[src/rtl/mmv_burst_reader.sv]
// Burst read initiator: turns (addr, len) commands into single-word MMV reads
// and streams the returned data through a credit-limited FIFO.
module mmv_burst_reader #(
  parameter int unsigned AWIDTH  = 8,
  parameter int unsigned DWIDTH  = 8,
  parameter int unsigned LWIDTH  = 8,
  parameter int unsigned MAXPEND = 4
) (
  input  logic              reset_n,
  input  logic              clk,
  input  logic [AWIDTH-1:0] cmd_addr,
  input  logic [LWIDTH-1:0] cmd_len,
  input  logic              cmd_val,
  output logic              cmd_rdy,
  output logic [AWIDTH-1:0] m_addr,
  output logic              m_wreq,
  output logic [DWIDTH-1:0] m_wdat,
  output logic              m_rreq,
  input  logic [DWIDTH-1:0] m_rdat,
  input  logic              m_rval,
  input  logic              m_busy,
  output logic [DWIDTH-1:0] o_dat,
  output logic              o_val,
  input  logic              o_rdy,
  output logic              o_last,
  output logic              busy
);

  localparam int unsigned CW = $clog2(MAXPEND + 1);
  localparam int unsigned PW = $clog2(MAXPEND);
  localparam int unsigned NW = LWIDTH + 1;

  typedef enum logic [1:0] {IDLE, ISSUE, DRAIN} state_e;

  state_e            state_q, state_d;
  logic [AWIDTH-1:0] addr_q, addr_d;
  logic              rreq_q, rreq_d;
  logic [NW-1:0]     remain_q, remain_d;
  logic [NW-1:0]     popped_q, popped_d;
  logic [LWIDTH-1:0] last_q, last_d;
  logic [CW-1:0]     credit_q, credit_d;
  logic [CW-1:0]     outst_q, outst_d;
  logic [CW-1:0]     count_q, count_d;
  logic [PW-1:0]     wptr_q, wptr_d;
  logic [PW-1:0]     rptr_q, rptr_d;
  logic [DWIDTH-1:0] mem_q [MAXPEND];
  logic [DWIDTH-1:0] mem_d [MAXPEND];
  logic [DWIDTH-1:0] odat_q, odat_d;
  logic              oval_q, oval_d;
  logic              olast_q, olast_d;
  logic              crdy_q, crdy_d;
  logic              busy_q, busy_d;
  logic              cmd_fire, accept, push, pop;

  // Next-state: handshakes, credit/FIFO bookkeeping, FSM and registered outputs.
  always_comb begin
    cmd_fire = cmd_val && crdy_q;
    accept   = rreq_q && !m_busy;
    push     = m_rval && (outst_q != '0);
    pop      = oval_q && o_rdy;

    state_d  = state_q;
    addr_d   = addr_q;
    remain_d = remain_q;
    popped_d = popped_q;
    last_d   = last_q;
    credit_d = credit_q + CW'(accept) - CW'(pop);
    outst_d  = outst_q + CW'(accept) - CW'(push);
    count_d  = count_q + CW'(push) - CW'(pop);
    wptr_d   = push ? wptr_q + PW'(1) : wptr_q;
    rptr_d   = pop ? rptr_q + PW'(1) : rptr_q;
    mem_d    = mem_q;
    if (push) mem_d[wptr_q] = m_rdat;
    if (pop) popped_d = popped_q + NW'(1);
    if (accept) begin
      addr_d   = addr_q + AWIDTH'(1);
      remain_d = remain_q - NW'(1);
    end

    case (state_q)
      IDLE: begin
        if (cmd_fire) begin
          state_d  = ISSUE;
          addr_d   = cmd_addr;
          remain_d = NW'(cmd_len) + NW'(1);
          last_d   = cmd_len;
          popped_d = '0;
        end
      end
      ISSUE: begin
        if (accept && (remain_d == '0)) state_d = DRAIN;
      end
      DRAIN: begin
        if (pop && olast_q) state_d = IDLE;
      end
      default: state_d = IDLE;
    endcase

    // A posted request is never withdrawn; a new one needs room after this cycle's traffic.
    if (rreq_q && !accept) begin
      rreq_d = 1'b1;
    end else begin
      rreq_d = (state_d == ISSUE) && (remain_d != '0) && (credit_d < CW'(MAXPEND));
    end

    crdy_d  = (state_d == IDLE);
    busy_d  = (state_d != IDLE);
    oval_d  = (count_d != '0);
    olast_d = oval_d && (popped_d == {1'b0, last_d});
    odat_d  = mem_d[rptr_d];
  end

  // State and datapath registers.
  always_ff @(posedge clk or negedge reset_n) begin
    if (!reset_n) begin
      state_q  <= IDLE;
      addr_q   <= '0;
      rreq_q   <= 1'b0;
      remain_q <= '0;
      popped_q <= '0;
      last_q   <= '0;
      credit_q <= '0;
      outst_q  <= '0;
      count_q  <= '0;
      wptr_q   <= '0;
      rptr_q   <= '0;
      mem_q    <= '{default: '0};
      odat_q   <= '0;
      oval_q   <= 1'b0;
      olast_q  <= 1'b0;
      crdy_q   <= 1'b1;
      busy_q   <= 1'b0;
    end else begin
      state_q  <= state_d;
      addr_q   <= addr_d;
      rreq_q   <= rreq_d;
      remain_q <= remain_d;
      popped_q <= popped_d;
      last_q   <= last_d;
      credit_q <= credit_d;
      outst_q  <= outst_d;
      count_q  <= count_d;
      wptr_q   <= wptr_d;
      rptr_q   <= rptr_d;
      mem_q    <= mem_d;
      odat_q   <= odat_d;
      oval_q   <= oval_d;
      olast_q  <= olast_d;
      crdy_q   <= crdy_d;
      busy_q   <= busy_d;
    end
  end

  assign cmd_rdy = crdy_q;
  assign m_addr  = addr_q;
  assign m_rreq  = rreq_q;
  assign m_wreq  = 1'b0;
  assign m_wdat  = '0;
  assign o_dat   = odat_q;
  assign o_val   = oval_q;
  assign o_last  = olast_q;
  assign busy    = busy_q;

endmodule

[config.mk]
export PLATFORM = sky130hd
export DESIGN_NAME = mmv_burst_reader
export DESIGN_NICKNAME = d
export VERILOG_FILES = /design/src/rtl/mmv_burst_reader.sv
export SDC_FILE = /design/constraint.sdc
export NUM_CORES = 1
export LEC_CHECK = 0
export BUFFER_PORTS_ARGS = -buffer_cell sky130_fd_sc_hd__buf_2
export CAP_MARGIN = 20
export CORE_MARGIN = 4
export CORE_UTILIZATION = 60
export DETAILED_ROUTE_END_ITERATION = 10
export PLACE_DENSITY = 0.82
export SETUP_SLACK_MARGIN = 0.05
export SLEW_MARGIN = 40
export SYNTH_ARGS = -nofsm -noshare
export SYNTH_HDL_FRONTEND = slang
export SYNTH_SLANG_ARGS = --single-unit
[constraint.sdc]
create_clock -name clk -period 7.09 [get_ports clk]
set_input_delay 1.418 -clock clk [delete_from_list [all_inputs] [get_ports clk]]
set_output_delay 1.418 -clock clk [all_outputs]
set_load 0.02 [all_outputs]
## After elaboration in Yosys (flattened, before gate mapping)

Cells that the tools add are included.

- Bits in latches: 0
- Bits in writable memories: 0
- Memories kept: 0
- Flip-flop bits (word level): 94
- Word-level logic and storage cells: 86
- Output and inout port bits: 30
- Bits in read-only memories: 0

- Div/mod/pow operators: 0
- Add/subtract/negate cells: 12
- Shift-type cells: 0
- Multiply operators: 0
- Bitwise gates (word level): 2
- Magnitude comparators: 4
- Reduce and logical (&&, ||, !) cells: 20
- Eq/ne operators: 4
- Mux-type cells: 24

Operators by type and width:

| operator | count |
|---|---|
| $mux W8 | 8 |
| $mux W9 | 6 |
| $bwmux W32 | 1 |
| $mux W32 | 1 |
| $bmux W8 S2 | 1 |
| $demux W8 S2 | 1 |
| $logic_and A1 B1 Y1 | 11 |
| $add A3 B1 Y3 | 3 |
| $add A8 B1 Y9 const B | 1 |
| $add A9 B1 Y9 const B | 1 |
| $eq A9 B8 Y1 | 1 |
| $logic_not A9 Y1 | 1 |
| $reduce_bool A9 Y1 | 1 |
| $sub A3 B1 Y3 | 3 |
| $sub A9 B1 Y9 const B | 1 |
| $add A8 B1 Y8 const B | 1 |
| $mux W2 | 4 |
| $ge A3 B3 Y1 const B | 2 |
| $not A2 Y3 | 2 |
| $pmux W2 S3 | 1 |
| $reduce_bool A3 Y1 | 2 |
| $add A2 B1 Y2 const B | 2 |
| $eq A2 B1 Y1 const B | 2 |
| $logic_not A2 Y1 | 2 |
| 6 further kinds | 7 |

## Logic depth before layout (Yosys ltp)

Gate-level depths: netlist (run 1).

- Word-level depth: 11
- Mapped depth: 13
- Gate-level depth less buffers: 12

## Worst setup path after synthesis (run 1)

No wires, ideal clock.

- Path kind: in2reg
- From: input o_rdy
- To: register rreq_q (netlist: m_rreq)
- Setup time: 0.082 ns
- Arrival: 3.262 ns
- Cell stages on the path: 12
- Path slack: 3.746 ns
- Cell sequence: nand2_1 > inv_2 > ha_1 > inv_1 > ha_1 > inv_1 > fa_1 > xor2_1 > xnor2_1 > inv_1 > o31a_1 > a31oi_1

RTL lines:

| item | RTL line | RTL |
|---|---|---|
| start, declared | 24 | `input logic o_rdy,` |
| $logic_and A1 B1 Y1 | 60 | `pop = oval_q && o_rdy;` |
| $sub A3 B1 Y3 | 67 | `credit_d = credit_q + CW'(accept) - CW'(pop);` |
| named net credit_d[2] | 41 | `logic [CW-1:0] credit_q, credit_d;` |
| $lt A3 B3 Y1 | 103 | `rreq_d = (state_d == ISSUE) && (remain_d != '0) && (credit_d < CW'(MAXPEND));` |
| $logic_and A1 B1 Y1 | 103 |  |
| $mux W1 | 100 | `if (rreq_q && !accept) begin` |
| named net rreq_d | 37 | `logic rreq_q, rreq_d;` |
| end signal, assigned | 136 | `rreq_q <= rreq_d;` |
| end, declared | 37 |  |

The timed path passes the listed nets, and every way through them passes these cells.
A chain may end at the register's enable or synchronous reset.

## Worst setup path in the final report (run 1)

- From: input m_busy
- To: register rreq_q (netlist: m_rreq)

RTL lines:

| item | RTL line | RTL |
|---|---|---|
| start, declared | 21 | `input logic m_busy,` |
| $logic_not A1 Y1 | 58 | `accept = rreq_q && !m_busy;` |
| $logic_and A1 B1 Y1 | 58 |  |
| $add A3 B1 Y3 | 67 |  |
| $sub A3 B1 Y3 | 67 |  |
| named net credit_d[2] | 41 |  |
| $lt A3 B3 Y1 | 103 |  |
| $logic_and A1 B1 Y1 | 103 |  |
| $mux W1 | 100 |  |
| named net rreq_d | 37 |  |

The timed path passes the listed nets, and every way through them passes these cells.

==> impl_results.md, run 1 <==
- GR Overflow Total: 0
- Drt wl/cell: about 15 um
- Count of input and output buffers: 50
- Reg power frac: approximately two fifths
- Number of global-route vias before repair: ~3100
- Clk slew on worst S/H paths: around 90 ps
- Synthesized instance count: around 400
- Number of synthesized flops with an enable pin: 0
- Final slew viol count: 0
- Yosys synthesis warning count: 0
- DRC violation total after the first TritonRoute iteration: 65
- Hold WC Path Type: reg2reg
- Final Critical Period: between 3000 and 4000 ps
- DR DRC count: 0
- CTS tree: done
- Post-synth top area share: between 50% and 60%
- Post-CTS Setup Repair Bufs: 0
- Fin crit share: roughly half
- Clock Latency Late Sink: around 360 ps
- Mapped cell area: 4639 um2
- Post-CTS Resized: 0
- Pleak: roughly 2.4 nW
- CTS Sinks: 94
- CTS Buf Count: 9
- CP delay by family, top: adder cells
- Post-synthesis register bit count: 94
- Fin Setup TNS: 0 ps
- F_max: between 200 and 300 MHz
- Clock Tree Buf Depth: 2
- Cell mode on critical path: inv_1
- Slew headroom: between 50 and 60%
- Final hold slack: 489.7 ps
- Die Span X: about 96 um
- Final cell count without fillers: between 500 and 600
- N_diodes: 0
- # H-tree levels: 3
- Pwr per Cell Area: between 400 and 500 nW/um2
- Via density: ~5.5
- Pwr Total: between 2 and 2.5 mW
- Synth Area per Inst: 11.66 um2
- Worst-path fanout max: 8
- Core Area: between 7000 and 8000 um2
- Starting Density: a little over three fifths
- Total number of vias: between 3000 and 4000
- CP peak stage delay: around 400 ps
- Layout cell share with drive strength beyond 1: 27.85%
- Critical path's slowest cell: nor2b_2
- # IOs: 60
- Sw Ratio: 38.39%
- Placed Cells: ~540
- NetSw: between 0.8 and 0.9 mW
- Clk pwr share: between 10% and 20%
- CTS root buf: clkbuf_8
- Worst path arrival time: 3810 ps
- GP Congestion: ~0.8
- Post-synthesis async set-or-reset flop share: 100.0%
- Worst vdd ir: 0.2267 mV
- Final nets: roughly 500
- Ys flop type: dfrtp_1
- Setup ws final: ~3600 ps
- CP required: 7380 ps
- Area growth, synth to finish: 10.98%
- Sequential-to-total area share from yosys stat: roughly 50%
- DR pass1 iterations: 5
- Final setup violation count: 0
- Logic pwr share: roughly 44%
- Area contributors post-synth: dfrtp_1 50%, mux2_2 8.0%, xnor2_1 4.5%
- Outcome: finished, final reports clean
- Post-cts hold buffer count: 0
- Clk_skew: roughly 9.6 ps
- Post-synth cell types: 51
- DP Worst Slack: roughly 3200 ps
- Global-route wire length before repair: ~14000 um
- Die Y: roughly 96 um
- Hold Vio Cnt, Final: 0
- GRT Total Usage: 20.51%
- Worst path bufs/invs: 5
- Internal cell power: 1.421 mW
- Top-count cell post-synth: dfrtp_1
- Setup CP Type: in2reg
- Top cells by count, synth: 93 x dfrtp_1, 51 x nand2_1, 33 x mux2_2
- Max Cap Viol: 0
- HPWL Detailed: slightly above 6000 um
- Initial antenna violation count: 0
- Die area: 9204 um2
- Largest net degree at the start of global routing: 50
- RSZ-0062 raised after global routing: no
- Critical path startpoint category: input pin
- Antenna-violating nets left: 0
- CP Capture Type: flip-flop
- Row count: 31
- Wirelength, routed: around 8500 um
- Worst-margin pin slew: 698.3 ps
- Area leader, netlist: dfrtp_1
- Worst-path cell chain: buf_2 > nor2b_2 > inv_4 > ha_1 > inv_1 > ha_1 > inv_1 > fa_1 > xor2_1 > xnor2_1 > inv_1 > o31a_1 > a31oi_1
==> power by group through the flow <==
| stage | sequential [mW] | combinational (mW) | clock (mW) |
|---|---|---|---|
| 3_3_place_gp | 0.956 | 0.957 | 0 |
| 2_1_floorplan | 1.00 | 0.724 | 0 |
| 4_1_cts | 0.962 | 1.02 | 0.349 |
| 3_5_place_dp | 0.969 | 1.02 | 0 |
| 6_report | 0.960 | 1.00 | 0.341 |
| 5_1_grt | 0.992 | 1.12 | 0.372 |
==> kinds of logic after synthesis <==
group                      Yosys count  synth area share, %
adders and majority gates           17                5.070
buffers and inverters               42                4.504
DFF                                 94                50.73
and+or+nand+nor                    119                13.11
other                                1              0.08083
muxes                               45                12.78
xor gates and xnor gates            48                9.385
AOI/OAI and AO/OA                   32                4.342
==> path summary, 6_finish.rpt <==
path | start | endpoint | slack (ps) | depth (start not counted)
worst max-delay path | m_busy | m_rreq$_DFF_PN0_ | 3560 | 13
worst min-delay path | credit_q[0]$_DFF_PN0_ | credit_q[0]$_DFF_PN0_ | 490 | 1
worst max register to register | m_rreq$_DFF_PN0_ | m_rreq$_DFF_PN0_ | 4270 | 12
worst min register to register | credit_q[0]$_DFF_PN0_ | credit_q[0]$_DFF_PN0_ | 490 | 1
max in group asynchronous | reset_n | remain_q[2]$_DFF_PN0_ | 5050 | 2
min in group asynchronous | reset_n | o_dat[0]$_DFF_PN0_ | 1030 | 1
==> worst register-to-register path: stages (launching register included) <==
cell	delay, ps
dfrtp_1	430
nor2b_2	440
inv_4	100
ha_1	290
inv_1	60
ha_1	130
inv_1	40
fa_1	360
xor2_1	160
xnor2_1	250
inv_1	110
o31a_1	240
a31oi_1	130
==> area by class of cell <==
cell class | count | area, um2
fillers | 548 | 2221
repair buffers | 52 | 267.8
flip-flops and latches | 94 | 2354
multi-input cells | 270 | 2122
inverters | 24 | 92.59
clock inverters | 7 | 65.06
well taps | 99 | 123.9
clock buffers | 9 | 123.9
==> flip-flops by register name, indices dropped and copies added, names as in the netlist, 2 cells and up <==
| signal | cells |
|---|---|
| m_addr | 8 |
| credit_q | 3 |
| wptr_q | 2 |
| outst_q | 3 |
| last_q | 8 |
| rptr_q | 2 |
| o_dat | 8 |
| popped_q | 9 |
| state_q | 2 |
| count_q | 3 |
| remain_q | 9 |
| mem_q | 32 |
==> through the flow <==
stage | utilization [%] | area, um2
floorplan | - | 4669
global placement | 67.30 | 4960
detailed placement | 67.30 | 4960
CTS | 69.86 | 5149
global route | 69.86 | 5149
finish | 69.86 | 5149
==> cell usage in the layout, fill, tap and decap left out, types with 3 or more instances in the layout <==
cell type / n
nand3_1: 11
mux2i_1: 3
buf_2: 49
nor3_1: 7
xnor2_1: 24
clkbuf_8: 9
o21ai_0: 12
inv_1: 22
nor2_1: 21
ha_1: 14
dfrtp_1: 93
mux2_2: 33
clkinvlp_4: 3
buf_4: 3
nor4_1: 4
nand4_1: 4
nand2_1: 51
fa_1: 3
mux4_2: 8
nand2b_1: 3
a31oi_1: 5
conb_1: 9
nand2_2: 4
o21ai_1: 3
xor2_1: 22
inv_8: 3
==> per-layer routing <==
metal  vias to the layer above  global-route usage [%]  wire, um
met4                         0                   7.346       129
met3                        12                   3.518       369
met2                        66                   35.03      4329
li1                       1446                       -         -
met5                         -                       0         0
met1                      1510                   26.37      3672
No activity file was read; power rests on OpenSTA's default activity.
==> inputs of run 2 (changes only) <==
CORE_UTILIZATION = 58   (was 60)
PLACE_DENSITY = 0.8   (was 0.82)
clock period = 3.5 ns   (was 7.09 ns; I/O delays follow)
==> run 2 against run 1 <==
Compared with the run above: hold slack worse by 130 ps; critical path depth shrank 2; non-clock buffer count is 3 higher; largest cell class unchanged; clock skew increased by 7.8 ps; flip-flop and latch count unchanged; count of clock-buffer cells in the layout unchanged; global-route usage is 1.3 points lower; cell count rose by 1.1%; cell area grew 0.80%; wire length down 0.11%; clock power increased by 120%.
==> impl_results.md, run 2 (same netlist as run 1, synthesis figures left out) <==
- Final setup violation count: 0 (unchanged)
- Clk_skew: 17.41 ps (was 9.631 ps)
- GP Congestion: 0.8805 (was 0.8154)
- # IOs: 60 (unchanged)
- N_diodes: 0 (unchanged)
- Post-CTS Resized: 0 (unchanged)
- Antenna-violating nets left: 0 (unchanged)
- CTS Buf Count: 9 (unchanged)
- Via density: 5.369 (was 5.467)
- CP Capture Type: flip-flop (unchanged)
- Fin crit share: between 70% and 80%
- Cell mode on critical path: inv_1 (unchanged)
- Placed Area: 4986 um2 (was 4960 um2)
- Reg2Reg Depth: 11 (was 12)
- Die area: 9494 um2 (was 9204 um2)
- Worst-path cell chain: o31a_1 > inv_1 > ha_1 > inv_1 > ha_1 > inv_1 > fa_1 > xnor2_1 > xnor2_1 > nor3_1 > nor3_1 (was buf_2 > nor2b_2 > inv_4 > ha_1 > inv_1 > ha_1 > inv_1 > fa_1 > xor2_1 > xnor2_1 > inv_1 > o31a_1 > a31oi_1)
- Post-CTS Setup Repair Bufs: 0 (unchanged)
- Global-route wire length before repair: 14850 um (was 14500 um)
- Critical path's slowest cell: dfrtp_1 (was nor2b_2)
- Area growth, synth to finish: 11.87% (was 10.98%)
- DRC violation total after the first TritonRoute iteration: 114 (was 65)
- Layout cell share with drive strength beyond 1: 28.32% (was 27.85%)
- RSZ-0062 raised after global routing: no (unchanged)
- Reg-to-Reg End: o_last$_DFF_PN0_ (was m_rreq$_DFF_PN0_)
- # H-tree levels: 3 (unchanged)
- Worst path bufs/invs: 3 (was 5)
- Worst path arrival time: 2800 ps (was 3810 ps)
- Clk slew on worst S/H paths: 100 ps (was 90 ps)
- Setup CP Type: reg2reg (was in2reg)
- Clock Tree Buf Depth: 2 (unchanged)
- Pleak: 2.370 nW (was 2.352 nW)
- Biggest registers after layout: mem_q x32, popped_q x9, remain_q x9 (unchanged)
- Die Y: 97.44 um (was 95.94 um)
- Slew headroom: 51.22% (was 53.31%)
- Max Cap Viol: 0 (unchanged)
- Finished Cell Area: 5190 um2 (was 5149 um2)
- GR Overflow Total: 0 (unchanged)
- Setup crit start: outst_q[1]$_DFF_PN0_ (was m_busy)
- Initial antenna violation count: 0 (unchanged)
- Hold Vio Cnt, Final: 0 (unchanged)
- CP delay by family, top: adder cells (unchanged)
- Post-cts hold buffer count: 0 (unchanged)
- Number of global-route vias before repair: 3198 (was 3050)
- Core Area: 7767 um2 (was 7370 um2)
- Total number of vias: 3012 (was 3034)
- Worst vdd ir: 0.4157 mV (was 0.2267 mV)
- DR DRC count: 0 (unchanged)
- Outcome: finished, final reports clean (unchanged)
- Critical Path Stages: 11 (was 13)
- Number of fill cells in the layout: 602 (was 548)
- Largest net degree at the start of global routing: 57 (was 50)
- Worst setup endpoint: o_last$_DFF_PN0_ (was m_rreq$_DFF_PN0_)
- Most frequent cells in the layout: 93 x dfrtp_1, 51 x nand2_1, 49 x buf_2, 33 x mux2_2, 24 x xnor2_1 (unchanged)
- Final Critical Period: between 2000 and 3000 ps
- CP required: 3730 ps (was 7380 ps)
- HPWL Detailed: 6240 um (was 6235 um)
- Critical path startpoint category: flip-flop (was input pin)
- Worst-margin pin slew: 729.7 ps (was 698.3 ps)
- CP peak stage delay: 430 ps (was 390 ps)
- Drt wl/cell: 15.14 um (was 15.32 um)
- Row count: 32 (was 31)
- Worst R2R Start: outst_q[1]$_DFF_PN0_ (was m_rreq$_DFF_PN0_)
- GRT Total Usage: 19.16% (was 20.51%)
- Fin Setup TNS: 0 ps (unchanged)
- CTS Sinks: 94 (unchanged)
- Largest register FFs: 32 (unchanged)
- Final slew viol count: 0 (unchanged)
- CTS tree: done (unchanged)
- Starting Density: 59.73% (was 62.95%)
- F_max: around 400 MHz
- CTS root buf: clkbuf_8 (unchanged)
- Count of input and output buffers: 50 (unchanged)
- Pwr per Cell Area: 904.2 nW/um2 (was 447.9 nW/um2)
- Die Span X: 97.44 um (was 95.94 um)
- Worst-path fanout max: 9 (was 8)
- R2r setup slk: 930 ps (was 4270 ps)
- DR pass1 iterations: 4 (was 5)
- Most flops, register: mem_q (unchanged)
- Commonest non-fill, non-tap cell in the layout: dfrtp_1 (unchanged)
- Final nets: 501 (was 498)
- Clock Latency Late Sink: 370 ps (was 360 ps)
- Wirelength, routed: 8491 um (was 8500 um)
- Hold WC Path Type: in2async (was reg2reg)
==> run 2: cell types whose count changed in the layout (fill, tap and decap cells not counted) <==
cell | before | now
clkinvlp_4 | 3 | 4
buf_4 | 3 | 6
inv_8 | 3 | 1
bufinv_16 | 0 | 1
==> run 2: how the worst min path moves through the flow <==
stage,startpoint,to,slack (ps),cells after the start
4_1_cts,reset_n,busy$_DFF_PN0_,380,1
3_5_place_dp,outst_q[2]$_DFF_PN0_,outst_q[2]$_DFF_PN0_,470,1
3_3_place_gp,count_q[2]$_DFF_PN0_,count_q[2]$_DFF_PN0_,460,1
6_report,reset_n,busy$_DFF_PN0_,360,1
2_1_floorplan,reset_n,busy$_DFF_PN0_,400,0
5_1_grt,reset_n,busy$_DFF_PN0_,410,1
==> run 2: area by class of cell <==
type                       instances  area (um2)  share of cell area (%)
sequential                        94        2354                   45.35
multi-input combinational        270        2122                   40.89
timing repair buffer              55       290.3                   5.593
tap                              102       127.6                   2.459
clock buffer                       9       123.9                   2.387
inverter                          24       92.59                   1.784
clock inverter                     7       80.08                   1.543
==> run 2: through the flow <==
stage	util (%)	power [mW]	setup WS [ps]	instances	hold slack (ps)
floorplan	-	3.492	874.0	406	404.4
global placement	64.19	3.893	648.0	545	460.0
detailed placement	64.19	4.002	573.8	545	469.9
CTS	66.82	4.748	891.3	561	378.0
global route	66.82	5.072	663.0	561	413.3
finish	66.82	4.693	929.7	561	362.1
==> run 2: routing by layer <==
| layer | track usage (%) | wire (um) | up-vias |
|---|---|---|---|
| li1 | - | - | 1441 |
| met5 | 0 | 0 | - |
| met1 | 23.78 | 3541 | 1495 |
| met4 | 6.283 | 118 | 0 |
| met3 | 4.092 | 416 | 11 |
| met2 | 33.37 | 4414 | 65 |
==> run 2: worst reg2reg max path, cell delays in order, from the launching register on <==
cell and delay, ps:
dfrtp_1 430, o31a_1 410, inv_1 90, ha_1 290, inv_1 60, ha_1 140
inv_1 50, fa_1 380, xnor2_1 150, xnor2_1 140, nor3_1 220, nor3_1 100
==> run 2: power breakdown <==
group	internal [mW]	leakage (nW)	switching (mW)
combinational	0.992	1.15	1.03
sequential	1.61	1.13	0.329
clock	0.337	0.0900	0.398
